## config.mk

```make
export PLATFORM = sky130hd
export DESIGN_NAME = cu_tile_scheduler
export DESIGN_NICKNAME = d
export VERILOG_FILES = /design/src/rtl/cu_tile_scheduler_pkg.sv /design/src/rtl/cu_pipe_tracker.sv /design/src/rtl/cu_tile_scheduler.sv
export SDC_FILE = /design/constraint.sdc
export NUM_CORES = 1
export LEC_CHECK = 0
export CORE_ASPECT_RATIO = 1.5
export CORE_MARGIN = 2
export CORE_UTILIZATION = 58
export DETAILED_ROUTE_END_ITERATION = 10
export GPL_TIMING_DRIVEN = 0
export PLACE_DENSITY = 0.85
export SKIP_LAST_GASP = 1
export SLEW_MARGIN = 20
export SYNTH_ARGS = -nofsm -noshare
export SYNTH_HDL_FRONTEND = slang
export SYNTH_HIERARCHICAL = 1
export SYNTH_SLANG_ARGS = --single-unit
```

## constraint.sdc

```tcl
create_clock -name clk_i -period 2.75 [get_ports clk_i]
set_input_delay 0.825 -clock clk_i [delete_from_list [all_inputs] [get_ports clk_i]]
set_output_delay 0.825 -clock clk_i [all_outputs]
set_load 0.03 [all_outputs]
```

## src/rtl/cu_tile_scheduler_pkg.sv

```systemverilog
// Shared types for the computing-unit tile scheduler: FSM states and
// the result-tracker entry that rides alongside each activation pop.
package cu_tile_scheduler_pkg;

  typedef enum logic [1:0] {
    IDLE   = 2'd0,
    LOAD_W = 2'd1,
    STREAM = 2'd2,
    DRAIN  = 2'd3
  } cu_sched_state_t;

  typedef struct packed {
    logic valid;
    logic last;
  } trk_entry_t;

endpackage

```

## src/rtl/cu_pipe_tracker.sv

```systemverilog
// Shift register of tracker entries mirroring the datapath pipeline;
// the head entry tells whether the datapath output is a real (or final) result.
module cu_pipe_tracker
  import cu_tile_scheduler_pkg::*;
#(
  parameter int DEPTH = 36
) (
  input  logic       clk,
  input  logic       rst_n,
  input  logic       clr,
  input  trk_entry_t din,
  output trk_entry_t dout,
  output logic       empty
);

  trk_entry_t [DEPTH-1:0] pipe;

  always_ff @(posedge clk or negedge rst_n) begin
    if (!rst_n) begin
      pipe <= '0;
    end else if (clr) begin
      pipe <= '0;
    end else begin
      pipe[0] <= din;
      for (int i = 1; i < DEPTH; i++) pipe[i] <= pipe[i-1];
    end
  end

  assign dout  = pipe[DEPTH-1];
  assign empty = (pipe == '0);

endmodule

```

## src/rtl/cu_tile_scheduler.sv

```systemverilog
// Read-side sequencer of the computing unit: loads weight rows, streams
// activation/offset vectors in lockstep and tracks results through the datapath.
module cu_tile_scheduler
  import cu_tile_scheduler_pkg::*;
#(
  parameter int ACT_COUNT    = 16,
  parameter int MAX_VECTORS  = 256,
  // Default 36: queue read latency plus systolic array, accumulator and offset add stages.
  parameter int PIPE_LATENCY = 36,
  parameter int VCW          = $clog2(MAX_VECTORS + 1)
) (
  input  logic           clk_i,
  input  logic           rst_ni,
  input  logic           queue_busy_i,
  input  logic           start_i,
  input  logic           reuse_w_i,
  input  logic [VCW-1:0] vec_count_i,
  input  logic           abort_i,
  input  logic           weight_empty_i,
  input  logic           act_empty_i,
  input  logic           offset_empty_i,
  output logic           start_ready_o,
  output logic           weight_rd_en_o,
  output logic           weight_update_o,
  output logic           act_rd_en_o,
  output logic           offset_rd_en_o,
  output logic           result_valid_o,
  output logic           tile_done_o,
  output logic           busy_o
);

  localparam int WCW = $clog2(ACT_COUNT + 1);

  cu_sched_state_t state, state_nxt;
  logic [WCW-1:0]  w_ctr, w_ctr_nxt;
  logic [VCW-1:0]  v_ctr, v_ctr_nxt, vec_len, vec_len_nxt, vec_len_sat;
  logic            done_pend, done_nxt;
  logic            w_pop, a_pop, is_last, trk_clr, trk_empty;
  trk_entry_t      trk_in, trk_out;

  assign vec_len_sat = (vec_count_i > VCW'(MAX_VECTORS)) ? VCW'(MAX_VECTORS) : vec_count_i;

  always_ff @(posedge clk_i or negedge rst_ni) begin
    if (!rst_ni) begin
      state     <= IDLE;
      w_ctr     <= '0;
      v_ctr     <= '0;
      vec_len   <= '0;
      done_pend <= 1'b0;
    end else begin
      state     <= state_nxt;
      w_ctr     <= w_ctr_nxt;
      v_ctr     <= v_ctr_nxt;
      vec_len   <= vec_len_nxt;
      done_pend <= done_nxt;
    end
  end

  always_comb begin
    state_nxt   = state;
    w_ctr_nxt   = w_ctr;
    v_ctr_nxt   = v_ctr;
    vec_len_nxt = vec_len;
    done_nxt    = 1'b0;
    w_pop       = 1'b0;
    a_pop       = 1'b0;
    is_last     = 1'b0;
    trk_clr     = 1'b0;
    trk_in      = '0;
    case (state)
      IDLE: begin
        if (start_i && start_ready_o) begin
          vec_len_nxt = vec_len_sat;
          w_ctr_nxt   = '0;
          v_ctr_nxt   = '0;
          if (!reuse_w_i)           state_nxt = LOAD_W;
          else if (vec_len_sat != '0) state_nxt = STREAM;
          else                      done_nxt  = 1'b1;
        end
      end
      LOAD_W: begin
        w_pop = ~weight_empty_i & ~queue_busy_i;
        if (w_pop) begin
          w_ctr_nxt = w_ctr + WCW'(1);
          if (w_ctr == WCW'(ACT_COUNT - 1)) begin
            if (vec_len == '0) begin
              state_nxt = IDLE;
              done_nxt  = 1'b1;
            end else begin
              state_nxt = STREAM;
            end
          end
        end
      end
      STREAM: begin
        // Activations and offsets share one enable so they cannot drift apart.
        a_pop = ~act_empty_i & ~offset_empty_i & ~queue_busy_i;
        if (a_pop) begin
          is_last      = (v_ctr == vec_len - VCW'(1));
          v_ctr_nxt    = v_ctr + VCW'(1);
          trk_in.valid = 1'b1;
          trk_in.last  = is_last;
          if (is_last) state_nxt = DRAIN;
        end
      end
      DRAIN: begin
        if (trk_empty) state_nxt = IDLE;
      end
      default: state_nxt = IDLE;
    endcase
    if (abort_i) begin
      state_nxt = IDLE;
      w_ctr_nxt = '0;
      v_ctr_nxt = '0;
      done_nxt  = 1'b0;
      w_pop     = 1'b0;
      a_pop     = 1'b0;
      trk_clr   = 1'b1;
      trk_in    = '0;
    end
  end

  cu_pipe_tracker #(.DEPTH(PIPE_LATENCY)) u_tracker (
    .clk   (clk_i),
    .rst_n (rst_ni),
    .clr   (trk_clr),
    .din   (trk_in),
    .dout  (trk_out),
    .empty (trk_empty)
  );

  assign busy_o          = (state != IDLE) | ~trk_empty;
  assign start_ready_o   = (state == IDLE) & ~busy_o & ~queue_busy_i;
  assign weight_rd_en_o  = w_pop;
  assign weight_update_o = w_pop;
  assign act_rd_en_o     = a_pop;
  assign offset_rd_en_o  = a_pop;
  assign result_valid_o  = trk_out.valid;
  // Zero-length tiles finish from done_pend; streamed tiles from the tracker head.
  assign tile_done_o     = (trk_out.last | done_pend) & ~abort_i;

endmodule

```

After elaboration in Yosys (flattened, before gate mapping)
Cells that the tools add are included.
Widths: inputs -> output; s select.
{"block": "word_totals", "reg_bits": 98, "in_bits": 18, "wordCells": 157, "output_inout_bits": 8}
{"block": "op_classes", "n_reduce_logical": 12, "n_lt_le_gt_ge": 1, "muxes": 37, "bitwise": 15, "n_eq_ne": 12, "add_sub_neg": 3}
{"cell": "$logic_not 72->1", "count": 1}
{"cell": "$mux 72", "count": 1}
{"cell": "$mux 9", "count": 4}
{"cell": "$mux 2", "count": 13}
{"cell": "$ne 3x3->1 const B", "count": 6}
{"cell": "$pmux 9 s2", "count": 1}
{"cell": "$mux 5", "count": 3}
{"cell": "$mux 1", "count": 12}
{"cell": "$pmux 5 s2", "count": 1}
{"cell": "$add 9x1->9 const B", "count": 1}
{"cell": "$eq 9x9->1", "count": 1}
{"cell": "$gt 9x9->1 const B", "count": 1}
{"cell": "$logic_not 9->1", "count": 1}
{"cell": "$reduce_bool 9->1", "count": 1}
{"cell": "$sub 9x1->9 const B", "count": 1}
{"cell": "$pmux 2 s4", "count": 1}
{"cell": "$not 1->1", "count": 7}
{"cell": "$reduce_and 7->1", "count": 1}
{"cell": "$and 1x1->1", "count": 6}
{"cell": "$reduce_and 3->1", "count": 2}
{"cell": "$reduce_bool 3->1", "count": 2}
{"cell": "$add 5x1->5 const B", "count": 1}
{"cell": "$eq 5x4->1 const B", "count": 1}
{"cell": "$eq 2x2->1 const B", "count": 2}
{"cell": "other kinds (8)", "count": 9}

Logic depth before layout (Yosys ltp)
Gate-level depths: netlist of the first run.
{"block": "depth", "ltp_word": 10, "depth_mapped": 9, "mapped_depth_nobuf": 9}

By module
Netlist of the first run, hierarchy kept.
{"mod": "cu_pipe_tracker", "instances": 1, "area_each_um2": 2454.9, "cells_per_inst": 178, "seq_area_each_um2": 1801.7}
{"mod": "cu_tile_scheduler", "instances": 1, "area_each_um2": 1651.6, "cells_per_inst": 193, "seq_area_each_um2": 650.6}

Worst setup path before layout of the first run
Ideal clock, no wire load.
{"block": "synth_timing", "path_type": "register -> register", "from": "reg u_tracker/pipe[64] (netlist bit)", "to": "reg w_ctr[3]", "setup_slack_ps": -137, "setup_time_ps": 77, "path_buffers": 0, "arrival_ps": 2810, "t_required_ps": 2673, "stages_incl_launch_ff": 10, "synth_period_minus_slack_ps": 2887, "cell_sequence": "dfrtp_1 nor4_1 and4_1 nand3_1 nor4_2 nor4b_2 a21oi_1 o21ba_2 or3_1 a21oi_1"}
{"block": "synth_between", "elab_chain_len": 9}
{"element": "from (decl)", "line": "cu_pipe_tracker.sv:16", "rtl": "trk_entry_t [DEPTH-1:0] pipe;"}
{"element": "$logic_not 72->1", "line": "cu_pipe_tracker.sv:30", "rtl": "assign empty = (pipe == '0);"}
{"element": "via trk_empty", "line": "cu_tile_scheduler.sv:38", "rtl": "logic w_pop, a_pop, is_last, trk_clr, trk_empty;"}
{"element": "$not 1->1", "line": "cu_tile_scheduler.sv:132", "rtl": "assign busy_o = (state != IDLE) | ~trk_empty;"}
{"element": "$or 1x1->1", "line": "cu_tile_scheduler.sv:132"}
{"element": "$not 1->1", "line": "cu_tile_scheduler.sv:133", "rtl": "assign start_ready_o = (state == IDLE) & ~busy_o & ~queue_busy_i;"}
{"element": "$and 1x1->1 (2 in a row)", "line": "cu_tile_scheduler.sv:133"}
{"element": "via start_ready_o", "line": "cu_tile_scheduler.sv:22", "rtl": "output logic start_ready_o,"}
{"element": "$logic_and 1x1->1", "line": "cu_tile_scheduler.sv:72", "rtl": "if (start_i && start_ready_o) begin"}
{"element": "$ne 3x3->1 (no source line)"}
{"element": "$reduce_and 3->1 (no source line)"}
{"element": "to (signal assigned)", "line": "cu_tile_scheduler.sv:52", "rtl": "w_ctr <= w_ctr_nxt;"}
{"element": "to (decl)", "line": "cu_tile_scheduler.sv:35", "rtl": "logic [WCW-1:0] w_ctr, w_ctr_nxt;"}
The timed path passes the listed nets, and every way through them passes these cells.
A chain may end at the register's enable or synchronous reset.

Worst setup path after layout of the first run
{"block": "layout_timing", "from": "reg u_tracker/pipe[39] (netlist bit)", "to": "out start_ready_o"}
{"block": "layout_between", "elab_chain_len": 6}
{"element": "$logic_not 72->1", "line": "cu_pipe_tracker.sv:30"}
{"element": "via trk_empty", "line": "cu_tile_scheduler.sv:38"}
{"element": "$not 1->1", "line": "cu_tile_scheduler.sv:132"}
{"element": "$or 1x1->1", "line": "cu_tile_scheduler.sv:132"}
{"element": "$not 1->1", "line": "cu_tile_scheduler.sv:133"}
{"element": "$and 1x1->1 (2 in a row)", "line": "cu_tile_scheduler.sv:133"}
{"element": "to (decl)", "line": "cu_tile_scheduler.sv:22"}
The timed path passes the listed nets, and every way through them passes these cells.

==> results_tabular.tex, run 1 <==
\begin{tabular}{lr}
\hline
Metric & Value \\
\hline
\multicolumn{2}{l}{\textbf{Status}} \\
\quad Run status & finished, violations left \\
\quad Failing checks & negative setup slack \\
\multicolumn{2}{l}{\textbf{Floorplanning}} \\
\quad Vertical die dimension & 107 µm \\
\quad Die outline width & just over 70 µm \\
\quad Placeable core region & just under 7000 µm² \\
\quad Floorplan die area & between 7000 and 8000 µm² \\
\quad Initial core utilization & 0.599 \\
\quad Ports placed on the boundary & 26 \\
\quad Rows & 37 \\
\multicolumn{2}{l}{\textbf{Synthesis}} \\
\quad Number of warnings reported in the yosys synthesis log & 6 \\
\quad Synth Area in Simple Gates & 0.268 \\
\quad Post-Synthesis Mean Instance Area & $\sim$11 µm² \\
\quad Share of the yosys chip area belonging to registers & 0.597 \\
\quad Synthesized-area fraction occupied by xor and xnor cells & 0.0256 \\
\quad Flip-flop and latch count after synthesis & 98 \\
\quad Share of the synthesized area in the top cell type & 0.597 \\
\quad Most frequently used cell type in the post-synthesis netlist & dfrtp\_1 \\
\quad Synth Net Count & about 400 \\
\quad Cell area after technology mapping & a little over 4000 µm² \\
\quad Compound-Gate Fraction of Synth Area & 0.0676 \\
\quad Top post-synthesis cells by area & dfrtp\_1 60\%, nor2b\_1 11\%, nor4\_1 3.4\% \\
\quad Synth Instances & between 300 and 400 \\
\quad Number of distinct standard cells referenced by the synthesized netlist & 47 \\
\quad Cell accounting for the most synthesized area & dfrtp\_1 \\
\quad Count of flip-flops with a built-in enable after synthesis & 0 \\
\quad Portion of netlist area occupied by mux cells & 0.00274 \\
\quad Ys async rst share & 1.00 \\
\quad Top flip-flop cell by instance count after synthesis & dfrtp\_1 \\
\quad Post-synthesis share of cell area spent on full adders, half adders and majority gates & 0.0122 \\
\quad Commonest cells post-synth & 98 x dfrtp\_1, 72 x nor2b\_1, 24 x o21ai\_0, 23 x nand2\_1, 22 x nor4\_1 \\
\quad Combinational family with the most area after synthesis & simple AND/OR/NAND/NOR gates \\
\multicolumn{2}{l}{\textbf{Detailed routing}} \\
\quad Post-DRT Antenna Nets & 0 \\
\quad Vias & around 2,900 \\
\quad Remaining design rule violation count & 0 \\
\quad Post-Route WL & roughly 8100 µm \\
\quad Detailed router's first-iteration violation count & between 200 and 250 \\
\quad Detailed Routing Iterations Pass 1 & 4 \\
\quad Final routed wire length divided by cell count & around 16 µm \\
\quad Average via count per standard cell & $\sim$5.8 \\
\multicolumn{2}{l}{\textbf{Timing}} \\
\quad Skew final & approximately 12 ps \\
\quad Crit path setup slack, layout & -295 ps \\
\quad Setup repair after global routing missed its margin & true \\
\quad Number of hold-slack violations in the final timing report & 0 \\
\quad Final setup viols & 3 \\
\quad Worst slew margin relative to its limit & 0.720 \\
\quad Number of slew-limit violations in the final report & 0 \\
\quad Transition time at the pin with the least slew margin & 416 ps \\
\quad Crit path time final & between 3000 and 4000 ps \\
\quad Crit share post-route & 1.11 \\
\quad Worst hold slack across all endpoints & 301 ps \\
\quad Max Clk Rate & approximately 330 MHz \\
\multicolumn{2}{l}{\textbf{Worst setup path}} \\
\quad WS Path Type & reg -> out \\
\quad R2r endpoint & w\_ctr[3]\$\_DFFE\_PN0P\_ \\
\quad Startpoint of the worst setup timing path & u\_tracker/pipe[39]\$\_DFF\_PN0\_ \\
\quad Critical path arrival & $\sim$2200 ps \\
\quad Register-to-register path setup slack & -70 ps \\
\quad Largest fanout on the critical path & 2 \\
\quad Reg2Reg Launch Point & u\_tracker/pipe[39]\$\_DFF\_PN0\_ \\
\quad Worst endpoint required time & 1930 ps \\
\quad Reg2Reg Depth & 11 \\
\quad Type of destination of the critical path & output pin \\
\quad Critical Path Source Type & flop \\
\quad Capturing instance or port of the critical path & start\_ready\_o \\
\multicolumn{2}{l}{\textbf{Power and ir drop}} \\
\quad Net switching power & 733 µW \\
\quad Internal portion of total power & around 2.0 mW \\
\quad Worst-case vdd ir drop & roughly 0.00034 V \\
\quad Share of total power in combinational logic & 0.127 \\
\quad Net Sw Frac & 0.272 \\
\quad Lkg Pwr & around 2.2 nW \\
\quad Share of total power in the clock network & 0.313 \\
\quad Total power divided by cell area & 563 nW/µm² \\
\quad Sequential Power Share & 0.561 \\
\multicolumn{2}{l}{\textbf{Clock tree}} \\
\quad Clock-pin slew on the worst setup and hold paths & roughly 90 ps \\
\quad H-Tree Level Count & 3 \\
\quad Max Buffers Root-to-Sink & 2 \\
\quad Skew-Pair Late Insertion Delay & around 360 ps \\
\quad Root buffer cell & clkbuf\_8 \\
\quad Clock sinks & 98 \\
\quad CTS tree & yes \\
\quad Number of CTS-inserted buffers & 9 \\
\multicolumn{2}{l}{\textbf{Layout}} \\
\quad Share of post-route cells with drive strength above 1 & 0.148 \\
\quad Area growth from synthesis to layout & 16.4\% \\
\quad Multi-input logic area & approximately 1600 µm² \\
\quad Combined flip-flop and latch cell area & about 2500 µm² \\
\quad Post-layout instance count excluding filler cells & $\sim$500 \\
\quad Number of antenna diodes & 0 \\
\quad Nets@finish & 437 \\
\quad Layout fillers & slightly below 500 \\
\multicolumn{2}{l}{\textbf{Min path}} \\
\quad Path type of the worst min-delay path & in -> async \\
\multicolumn{2}{l}{\textbf{Global route}} \\
\quad First-pass GRT wire length & 13,500 µm \\
\quad Largest net degree at the start of global routing & just under 80 \\
\quad Congestion Overflow GR & 0 \\
\quad Antenna violations before repair & 0 \\
\quad Via count of the first global-routing pass & $\sim$2,900 \\
\quad Overall Global Routing Usage & 0.226 \\
\multicolumn{2}{l}{\textbf{Placed design}} \\
\quad IO Port Bufs & 24 \\
\quad Detailed placement HPWL & about 5500 µm \\
\quad Cell total after placement & about 470 \\
\quad Routability cong. & 0.835 \\
\multicolumn{2}{l}{\textbf{Run}} \\
\quad Number of maximum-capacitance constraint violations & 0 \\
\hline
\end{tabular}
## worst max-delay path, cell delays in order (launching register included)
cell and delay [ps]:
dfrtp_1 410, nor4_2 330, and4_1 280, nand3_2 120, nor4_4 240, nor4b_4 280, buf_4 210
## how the worst min path moves through the flow
stage / end / cells past startpoint / slack, ps / startpoint
3_5_place_dp: w_ctr[4]$_DFFE_PN0P_ / 2 / 470 / w_ctr[4]$_DFFE_PN0P_
5_1_grt: u_tracker/pipe[44]$_DFF_PN0_ / 1 / 300 / rst_ni
3_3_place_gp: u_tracker/pipe[60]$_DFF_PN0_ / 1 / 470 / u_tracker/pipe[58]$_DFF_PN0_
4_1_cts: u_tracker/pipe[44]$_DFF_PN0_ / 1 / 290 / rst_ni
2_1_floorplan: w_ctr[4]$_DFFE_PN0P_ / 2 / 450 / w_ctr[4]$_DFFE_PN0P_
6_report: u_tracker/pipe[44]$_DFF_PN0_ / 1 / 300 / rst_ni
## per-layer routing
metal,track usage,share of wire,up-vias
met3,0.0385,0.030,16
li1,-,-,1377
met2,0.373,0.52,64
met4,0.103,0.027,0
met1,0.290,0.42,1418
met5,0,0,-
## layout make-up
| type | count | share of cell area |
|---|---|---|
| Clock inverter | 6 | 0.0105 |
| Buffer | 15 | 0.0147 |
| Clock buffer | 10 | 0.0267 |
| Multi-Input combinational cell | 248 | 0.336 |
| Inverter | 7 | 0.00628 |
| Sequential cell | 98 | 0.513 |
| Timing Repair Buffer | 36 | 0.0722 |
| Tap cell | 78 | 0.0204 |
## layout by cell type, fill, tap and decap left out, drive strengths merged, types with 9 or more instances in the layout
cell type	Yosys	layout
dfrtp	98	98
nor2b	72	72
buf	5	26
o21ai	24	24
nand2	23	23
nor4	23	23
clkbuf	13	20
nor2	19	19
clkdlybuf4s50	0	12
nand2b	11	11
xnor2	9	9
## sequential cells by signal, indices dropped and copies added, names as in the netlist
name	count
w_ctr	5
vec_len	9
done_pend	1
v_ctr	9
u_tracker/pipe	70
u_tracker/dout	2
state	2
## metrics by stage
step	setup TNS [ps]	utilization	power (mW)	area [µm²]	worst slack, ps
global route	-1160	0.698	2.81	4780	-418
CTS	-392	0.693	2.70	4750	-246
floorplan	0	-	1.74	4120	36.1
finish	-543	0.698	2.69	4780	-295
global placement	-251460	0.651	1.85	4460	-2520
detailed placement	-6570	0.655	1.86	4490	-1150
## cell families after synthesis
| kind of cell | after synthesis |
|---|---|
| AOI/OAI and AO/OA | 45 |
| xor gates and xnor gates | 12 |
| adders and majority gates | 4 |
| buffers and inverters | 25 |
| DFF | 98 |
| muxes | 1 |
| and+or+nand+nor | 186 |
## power groups by stage
stage                     Sequential (mW)  Combinational [mW]  Clock, mW
after floorplan                      1.52               0.216          0
after global placement               1.53               0.316          0
after detailed placement             1.53               0.330          0
after CTS                            1.51               0.331      0.855
after global routing                 1.52               0.380      0.910
final                                1.51               0.341      0.841
## timing repair
item | CTS | global route
gates cloned | 0 | 0
buffers inserted | 6 | 5
pin swaps | 7 | 5
hold buffers | 0 | 0
setup endpoints to repair | 17 | 16
gates resized for setup | 66 | 11
(Power assumes the default switching activity.)
==> inputs of run 2 (changes only) <==
- ABC_AREA: not set -> 1
- CORE_UTILIZATION: 58 -> 59
- PLACE_DENSITY: 0.85 -> 0.86
- SYNTH_HIERARCHICAL: 1 -> not set
==> results_tabular.tex, run 2 <==
\begin{tabular}{lr}
\hline
Metric & Value \\
\hline
\multicolumn{2}{l}{\textbf{Layout}} \\
\quad Layout fillers & about 540 \\
\quad Most flops, register & u\_tracker.pipe \\
\quad Nets@finish & 615 \\
\quad Share of post-route cells with drive strength above 1 & 0.135 \\
\quad Core Util, Final & 0.714 \\
\quad Max reg flops & 70 \\
\quad Number of antenna diodes & 0 \\
\quad Largest registers in the final layout & u\_tracker.pipe: 70 flops, v\_ctr: 9 flops, vec\_len: 9 flops \\
\quad Most common cell after layout, fill and taps aside & nor2\_1 \\
\quad Top library cells by usage in the layout, fill and taps aside & 140 x nor2\_1, 100 x inv\_1, 98 x dfrtp\_1 \\
\quad Area growth from synthesis to layout & 16.8\% \\
\multicolumn{2}{l}{\textbf{Power and ir drop}} \\
\quad Net Sw Frac & 0.346 \\
\quad Total power divided by cell area & 686 nW/µm² \\
\quad Lkg Pwr & around 2.6 nW \\
\quad Net switching power & roughly 1.2 mW \\
\quad Sequential Power Share & 0.456 \\
\quad Internal portion of total power & around 2.3 mW \\
\quad Share of total power in the clock network & 0.259 \\
\quad Worst-case vdd ir drop & between 0.0005 and 0.0006 V \\
\quad Share of total power in combinational logic & 0.285 \\
\multicolumn{2}{l}{\textbf{Global route}} \\
\quad Largest net degree at the start of global routing & between 80 and 90 \\
\quad Via count of the first global-routing pass & between 3,000 and 4,000 \\
\quad Congestion Overflow GR & 0 \\
\quad First-pass GRT wire length & roughly 15,000 µm \\
\quad Overall Global Routing Usage & 0.233 \\
\quad Antenna violations before repair & 0 \\
\multicolumn{2}{l}{\textbf{Detailed routing}} \\
\quad Top routing layer used & met4 \\
\quad Post-DRT Antenna Nets & 0 \\
\quad Detailed router's first-iteration violation count & $\sim$260 \\
\quad Final routed wire length divided by cell count & 12.5 µm \\
\quad Vias & around 3,500 \\
\quad Met2 wire len & between 4000 and 5000 µm \\
\quad Met3 WL & about 310 µm \\
\quad Wl on met1 & approximately 3600 µm \\
\quad Detailed Routing Iterations Pass 1 & 5 \\
\quad Average via count per standard cell & about 5.1 \\
\quad Post-Route WL & 8720 µm \\
\quad Remaining design rule violation count & 0 \\
\multicolumn{2}{l}{\textbf{Synthesis}} \\
\quad Cell area after technology mapping & roughly 4400 µm² \\
\quad Top post-synthesis cells by area & dfrtp\_1 55\%, nor2\_1 13\%, inv\_1 8.8\% \\
\quad Number of distinct standard cells referenced by the synthesized netlist & 31 \\
\quad Synth Net Count & $\sim$570 \\
\quad Synth Instances & $\sim$540 \\
\quad Commonest cells post-synth & 148 x nor2\_1, 104 x inv\_1, 98 x dfrtp\_1, 75 x nand2\_1, 24 x nand3\_1 \\
\quad Share of the synthesized area in the top cell type & 0.552 \\
\quad Ys async rst share & 1.00 \\
\quad Share of the yosys chip area belonging to registers & 0.552 \\
\quad Cell accounting for the most synthesized area & dfrtp\_1 \\
\quad Number of warnings reported in the yosys synthesis log & 0 \\
\quad Flip-flop and latch count after synthesis & $\sim$100 \\
\quad Count of flip-flops with a built-in enable after synthesis & 0 \\
\quad Post-Synthesis Mean Instance Area & just over 8 µm² \\
\quad Top flip-flop cell by instance count after synthesis & dfrtp\_1 \\
\quad Most frequently used cell type in the post-synthesis netlist & nor2\_1 \\
\multicolumn{2}{l}{\textbf{Floorplanning}} \\
\quad Placeable core region & 7270 µm² \\
\quad Rows & 38 \\
\quad Initial core utilization & 0.611 \\
\quad Vertical die dimension & about 110 µm \\
\quad Die outline width & about 75 µm \\
\quad Ports placed on the boundary & 26 \\
\quad Floorplan die area & between 8000 and 9000 µm² \\
\multicolumn{2}{l}{\textbf{Worst setup path}} \\
\quad WS Path Type & in -> out \\
\quad Largest fanout on the critical path & 5 \\
\quad Type of destination of the critical path & output pin \\
\quad Delay of the slowest cell on the worst path & approximately 360 ps \\
\quad Reg2Reg Depth & 14 \\
\quad Critical Path Slowest Stage Cell & dlygate4sd2\_1 \\
\quad Register-to-register path setup slack & 720 ps \\
\quad Worst endpoint required time & between 1500 and 2000 ps \\
\quad Cells along the critical path & dlygate4sd2\_1, nor3\_2, inv\_2, nor2\_4, buf\_4, buf\_6 \\
\quad R2r endpoint & v\_ctr[7]\$\_DFFE\_PN0P\_ \\
\quad Reg2Reg Launch Point & u\_tracker.pipe[46]\$\_DFF\_PN0\_ \\
\quad Critical Path Source Type & primary input \\
\quad Critical path arrival & approximately 1900 ps \\
\multicolumn{2}{l}{\textbf{Clock tree}} \\
\quad Clock-pin slew on the worst setup and hold paths & around 90 ps \\
\quad Clock sinks & 98 \\
\quad Skew-Pair Late Insertion Delay & around 360 ps \\
\quad Hold buffers post-CTS & 0 \\
\quad H-Tree Level Count & 3 \\
\quad CTS tree & yes \\
\quad Root buffer cell & clkbuf\_8 \\
\quad Number of CTS-inserted buffers & 9 \\
\quad Max Buffers Root-to-Sink & 2 \\
\multicolumn{2}{l}{\textbf{Timing}} \\
\quad Setup repair after global routing missed its margin & true \\
\quad Skew final & roughly 5.4 ps \\
\quad Worst hold slack across all endpoints & about 280 ps \\
\quad Max Clk Rate & 370 MHz \\
\quad Worst slew margin relative to its limit & 0.726 \\
\quad Transition time at the pin with the least slew margin & 411 ps \\
\quad Number of slew-limit violations in the final report & 0 \\
\quad Number of hold-slack violations in the final timing report & 0 \\
\quad Crit share post-route & 0.984 \\
\quad Crit path time final & 2710 ps \\
\quad Final setup viols & 0 \\
\multicolumn{2}{l}{\textbf{Status}} \\
\quad Run status & complete, no violations \\
\multicolumn{2}{l}{\textbf{Run}} \\
\quad Number of maximum-capacitance constraint violations & 0 \\
\multicolumn{2}{l}{\textbf{Placed design}} \\
\quad Detailed placement HPWL & 6260 µm \\
\quad Routability cong. & around 0.85 \\
\quad IO Port Bufs & 25 \\
\multicolumn{2}{l}{\textbf{Min path}} \\
\quad Path type of the worst min-delay path & in -> async \\
\hline
\end{tabular}
## run 2: changes by cell type in the layout (fill, tap and decap cells not counted), sizes merged, moves of 6 or more
cell    delta
nor2     +130
inv       +96
nor2b     -72
nand2     +56
nor4      -23
nand3     +22
nand2b    -11
xnor2      -7
nand4      +6
xor2       +6
## run 2: cell type report
| class | count | area (µm²) | share of cell area |
|---|---|---|---|
| Clock inverter | 5 | 53.8 | 0.0104 |
| Timing Repair Buffer | 40 | 374 | 0.0720 |
| Clock buffer | 11 | 141 | 0.0272 |
| Inverter | 104 | 390 | 0.0752 |
| Multi-Input combinational cell | 327 | 1580 | 0.305 |
| Sequential cell | 98 | 2450 | 0.472 |
| Buffer | 13 | 72.6 | 0.0140 |
| Tap cell | 100 | 125 | 0.0241 |
## run 2: logic make-up (layout without fill, tap and decap cells)
logic type,Yosys count,in the layout,share of synthesized area
flip-flops,98,98,0.552
AO/OA/AOI/OAI,35,35,0.0501
XOR/XNOR,11,11,0.0217
buffers and inverters,118,173,0.104
AND/OR/NAND/NOR,277,277,0.261
adder cells (fa/ha/maj),4,4,0.0113
## run 2: through the flow
stage,total power [mW],area (µm²),setup WS (ps),TNS [ps],std cells
after floorplan,2.35,4460,79.5,0,543
after global placement,2.57,4830,-2530,-252490,668
after detailed placement,2.61,4860,-1010,-5010,669
after CTS,3.55,5070,-102,-111,686
after global routing,3.76,5190,-7.47,-7.47,698
final,3.56,5190,44.0,0,698
## run 2: worst max path at each step
stage / startpoint / endpoint / slack (ps)
global placement: rst_ni / u_tracker.pipe[50]$_DFF_PN0_ / -2530
global route: u_tracker.pipe[30]$_DFF_PN0_ / start_ready_o / -7
detailed placement: queue_busy_i / offset_rd_en_o / -1010
finish: queue_busy_i / offset_rd_en_o / 40
floorplan: act_empty_i / offset_rd_en_o / 80
CTS: act_empty_i / offset_rd_en_o / -100
## run 2: routing by layer
| layer | track usage | vias to the layer above |
|---|---|---|
| met1 | 0.282 | 1680 |
| met2 | 0.403 | 97 |
| met4 | 0.114 | 0 |
| li1 | - | 1726 |
| met3 | 0.0318 | 26 |
| met5 | 0 | - |
## run 2: repair_timing
| action | 4_1_cts | 5_1_grt |
|---|---|---|
| pin swaps | 1 | 12 |
| setup buffers | 2 | 12 |
| resized for setup | 48 | 16 |
| setup endpoints to repair | 7 | 7 |
## run 2: power groups by stage
stage	Combinational, mW	Clock, mW	Sequential [mW]
floorplan	0.716	0	1.63
global placement	0.924	0	1.65
detailed placement	0.963	0	1.65
CTS	0.983	0.944	1.62
global route	1.13	0.999	1.64
finish	1.02	0.923	1.62
## run 2: critical path, delay by kind of cell
family	cells	cell delay, ps
buf+inv	4	700
simple gates	2	360
==> inputs of run 3 (changes only) <==
- PLACE_DENSITY: 0.86 -> 0.76
- SLEW_MARGIN: 20 -> not set
==> results_tabular.tex, run 3 (same netlist as run 2, synthesis figures left out) <==
\begin{tabular}{lr}
\hline
Metric & Value \\
\hline
\multicolumn{2}{l}{\textbf{Status}} \\
\quad Run status & complete, no violations \\
\multicolumn{2}{l}{\textbf{Clock tree}} \\
\quad Clock sinks & between 90 and 100 \\
\quad Max Buffers Root-to-Sink & 2 \\
\quad Skew-Pair Late Insertion Delay & approximately 370 ps \\
\quad Number of CTS-inserted buffers & 9 \\
\quad H-Tree Level Count & 3 \\
\quad CTS tree & yes \\
\quad Root buffer cell & clkbuf\_8 \\
\quad Clock-pin slew on the worst setup and hold paths & 90 ps \\
\multicolumn{2}{l}{\textbf{Layout}} \\
\quad Combined flip-flop and latch cell area & between 2000 and 2500 µm² \\
\quad Most flops, register & u\_tracker.pipe \\
\quad Multi-input logic area & 1590 µm² \\
\quad Max reg flops & 70 \\
\quad Most common cell after layout, fill and taps aside & nor2\_1 \\
\quad Number of antenna diodes & 0 \\
\quad Largest registers in the final layout & u\_tracker.pipe: 70 flops, v\_ctr: 9 flops, vec\_len: 9 flops \\
\quad Post-layout instance count excluding filler cells & slightly below 700 \\
\quad Nets@finish & slightly above 600 \\
\quad Post-route cell area & about 5100 µm² \\
\quad Layout fillers & around 600 \\
\quad Share of post-route cells with drive strength above 1 & 0.122 \\
\quad Top library cells by usage in the layout, fill and taps aside & 143 x nor2\_1, 100 x inv\_1, 98 x dfrtp\_1 \\
\quad Core Util, Final & 0.707 \\
\quad Area growth from synthesis to layout & 15.7\% \\
\multicolumn{2}{l}{\textbf{Detailed routing}} \\
\quad Final routed wire length divided by cell count & between 10 and 15 µm \\
\quad Post-DRT Antenna Nets & 0 \\
\quad Vias & between 3,000 and 4,000 \\
\quad Remaining design rule violation count & 0 \\
\quad Detailed Routing Iterations Pass 1 & 4 \\
\quad Detailed router's first-iteration violation count & 148 \\
\quad Average via count per standard cell & between 4 and 5 \\
\quad Post-Route WL & between 8000 and 9000 µm \\
\multicolumn{2}{l}{\textbf{Timing}} \\
\quad Number of slew-limit violations in the final report & 0 \\
\quad Skew final & just over 8 ps \\
\quad Max Clk Rate & between 300 and 400 MHz \\
\quad Crit path setup slack, layout & roughly 62 ps \\
\quad Setup repair after global routing missed its margin & true \\
\quad Transition time at the pin with the least slew margin & 627 ps \\
\quad Crit path time final & $\sim$2700 ps \\
\quad Final setup viols & 0 \\
\quad Worst slew margin relative to its limit & 0.582 \\
\quad Crit share post-route & 0.978 \\
\quad Number of hold-slack violations in the final timing report & 0 \\
\multicolumn{2}{l}{\textbf{Floorplanning}} \\
\quad Rows & 38 \\
\quad Die outline width & 74.9 µm \\
\quad Placeable core region & between 7000 and 8000 µm² \\
\quad Initial core utilization & 0.611 \\
\quad Floorplan die area & 8260 µm² \\
\quad Ports placed on the boundary & 26 \\
\quad Vertical die dimension & between 100 and 150 µm \\
\multicolumn{2}{l}{\textbf{Global route}} \\
\quad Via count of the first global-routing pass & 3,420 \\
\quad Largest net degree at the start of global routing & 51 \\
\quad Overall Global Routing Usage & 0.230 \\
\quad Congestion Overflow GR & 0 \\
\quad First-pass GRT wire length & 14,300 µm \\
\quad Antenna violations before repair & 0 \\
\multicolumn{2}{l}{\textbf{Worst setup path}} \\
\quad Worst endpoint required time & a little under 2000 ps \\
\quad Register-to-register path setup slack & $\sim$580 ps \\
\quad R2r endpoint & state[0]\$\_DFFE\_PN0P\_ \\
\quad Reg2Reg Depth & 11 \\
\quad Critical path arrival & approximately 1900 ps \\
\quad Cells along the critical path & dlygate4sd2\_1, nor3\_4, inv\_2, nor2\_4, buf\_4, buf\_4 \\
\quad Critical Path Source Type & primary input \\
\quad Buffers \& Inverters on Critical Path & 4 \\
\quad Reg2Reg Launch Point & state[0]\$\_DFFE\_PN0P\_ \\
\quad Critical Path Slowest Stage Cell & dlygate4sd2\_1 \\
\quad Largest fanout on the critical path & 5 \\
\quad Delay of the slowest cell on the worst path & 320 ps \\
\quad Most used cell along the critical path & buf\_4 \\
\quad WS Path Type & in -> out \\
\quad Crit-path leading delay family & buffers and inverters \\
\quad Type of destination of the critical path & output pin \\
\multicolumn{2}{l}{\textbf{Power and ir drop}} \\
\quad Total power divided by cell area & 695 nW/µm² \\
\quad Overall Power & around 3.6 mW \\
\quad Worst-case vdd ir drop & roughly 0.00056 V \\
\quad Lkg Pwr & around 2.6 nW \\
\multicolumn{2}{l}{\textbf{Placed design}} \\
\quad Detailed placement HPWL & $\sim$6000 µm \\
\quad Place WS & -961 ps \\
\quad Cell total after placement & about 670 \\
\quad IO Port Bufs & 25 \\
\quad Routability cong. & about 0.8 \\
\quad Post-placement cell area & between 4000 and 5000 µm² \\
\multicolumn{2}{l}{\textbf{Run}} \\
\quad Number of maximum-capacitance constraint violations & 0 \\
\multicolumn{2}{l}{\textbf{Min path}} \\
\quad Path type of the worst min-delay path & in -> async \\
\hline
\end{tabular}
run 3: routing by layer:
| metal | routed length [µm] | global-route usage | share of wire |
|---|---|---|---|
| met1 | 3480 | 0.259 | 0.42 |
| met4 | 280 | 0.131 | 0.034 |
| met3 | 191 | 0.0327 | 0.023 |
| met2 | 4360 | 0.406 | 0.52 |
| met5 | 0 | 0 | 0 |
run 3: worst reg2reg max path: stages, from the launching register on:
cell and delay [ps]:
dfrtp_1 500, inv_1 160, nand2_1 200, nor2_1 120
nand4_1 90, nor2_1 40, nand3_1 160, nand2_1 100
a21oi_1 310, nand3_1 200, nand2_1 130, nand2_1 50
run 3: final cells by class:
class / count / share of cell area
clock buffer: 12 / 0.0302
timing repair buffer: 33 / 0.0601
inverter: 104 / 0.0759
clock inverter: 4 / 0.00949
sequential: 98 / 0.477
multi-input combinational: 327 / 0.309
buffer: 13 / 0.0141
tap: 100 / 0.0243
run 3: worst max path at each step:
stage                     slack, ps  depth (start not counted)                            to                    startpoint
final                            60                          6                offset_rd_en_o                  queue_busy_i
after floorplan                  80                          4                offset_rd_en_o                   act_empty_i
after detailed placement       -960                          8               weight_update_o                       abort_i
after global placement        -2650                          1  u_tracker.pipe[55]$_DFF_PN0_                        rst_ni
after CTS                      -120                          5                   act_rd_en_o                   act_empty_i
after global routing            -50                         10                 start_ready_o  u_tracker.pipe[33]$_DFF_PN0_
run 3: through the flow:
step                      TNS (ps)  hold slack [ps]
final                            0              466
after global routing         -45.9              508
after CTS                     -232              485
after detailed placement     -4750              464
after global placement     -263530              456
after floorplan                  0              445
run 3: timing repair:
action | in CTS | in global routing
gates resized for setup | 47 | 14
hold buffers | 0 | 0
endpoints found under the setup margin | 7 | 5
pin swaps | 2 | 11
buffers inserted | 2 | 5
run 3: report_power, final:
| group | internal, mW | switching (mW) | leakage, nW |
|---|---|---|---|
| sequential | 1.53 | 0.102 | 1.36 |
| clock | 0.471 | 0.475 | 0.107 |
| combinational | 0.350 | 0.643 | 1.15 |
| total | 2.35 | 1.22 | 2.61 |
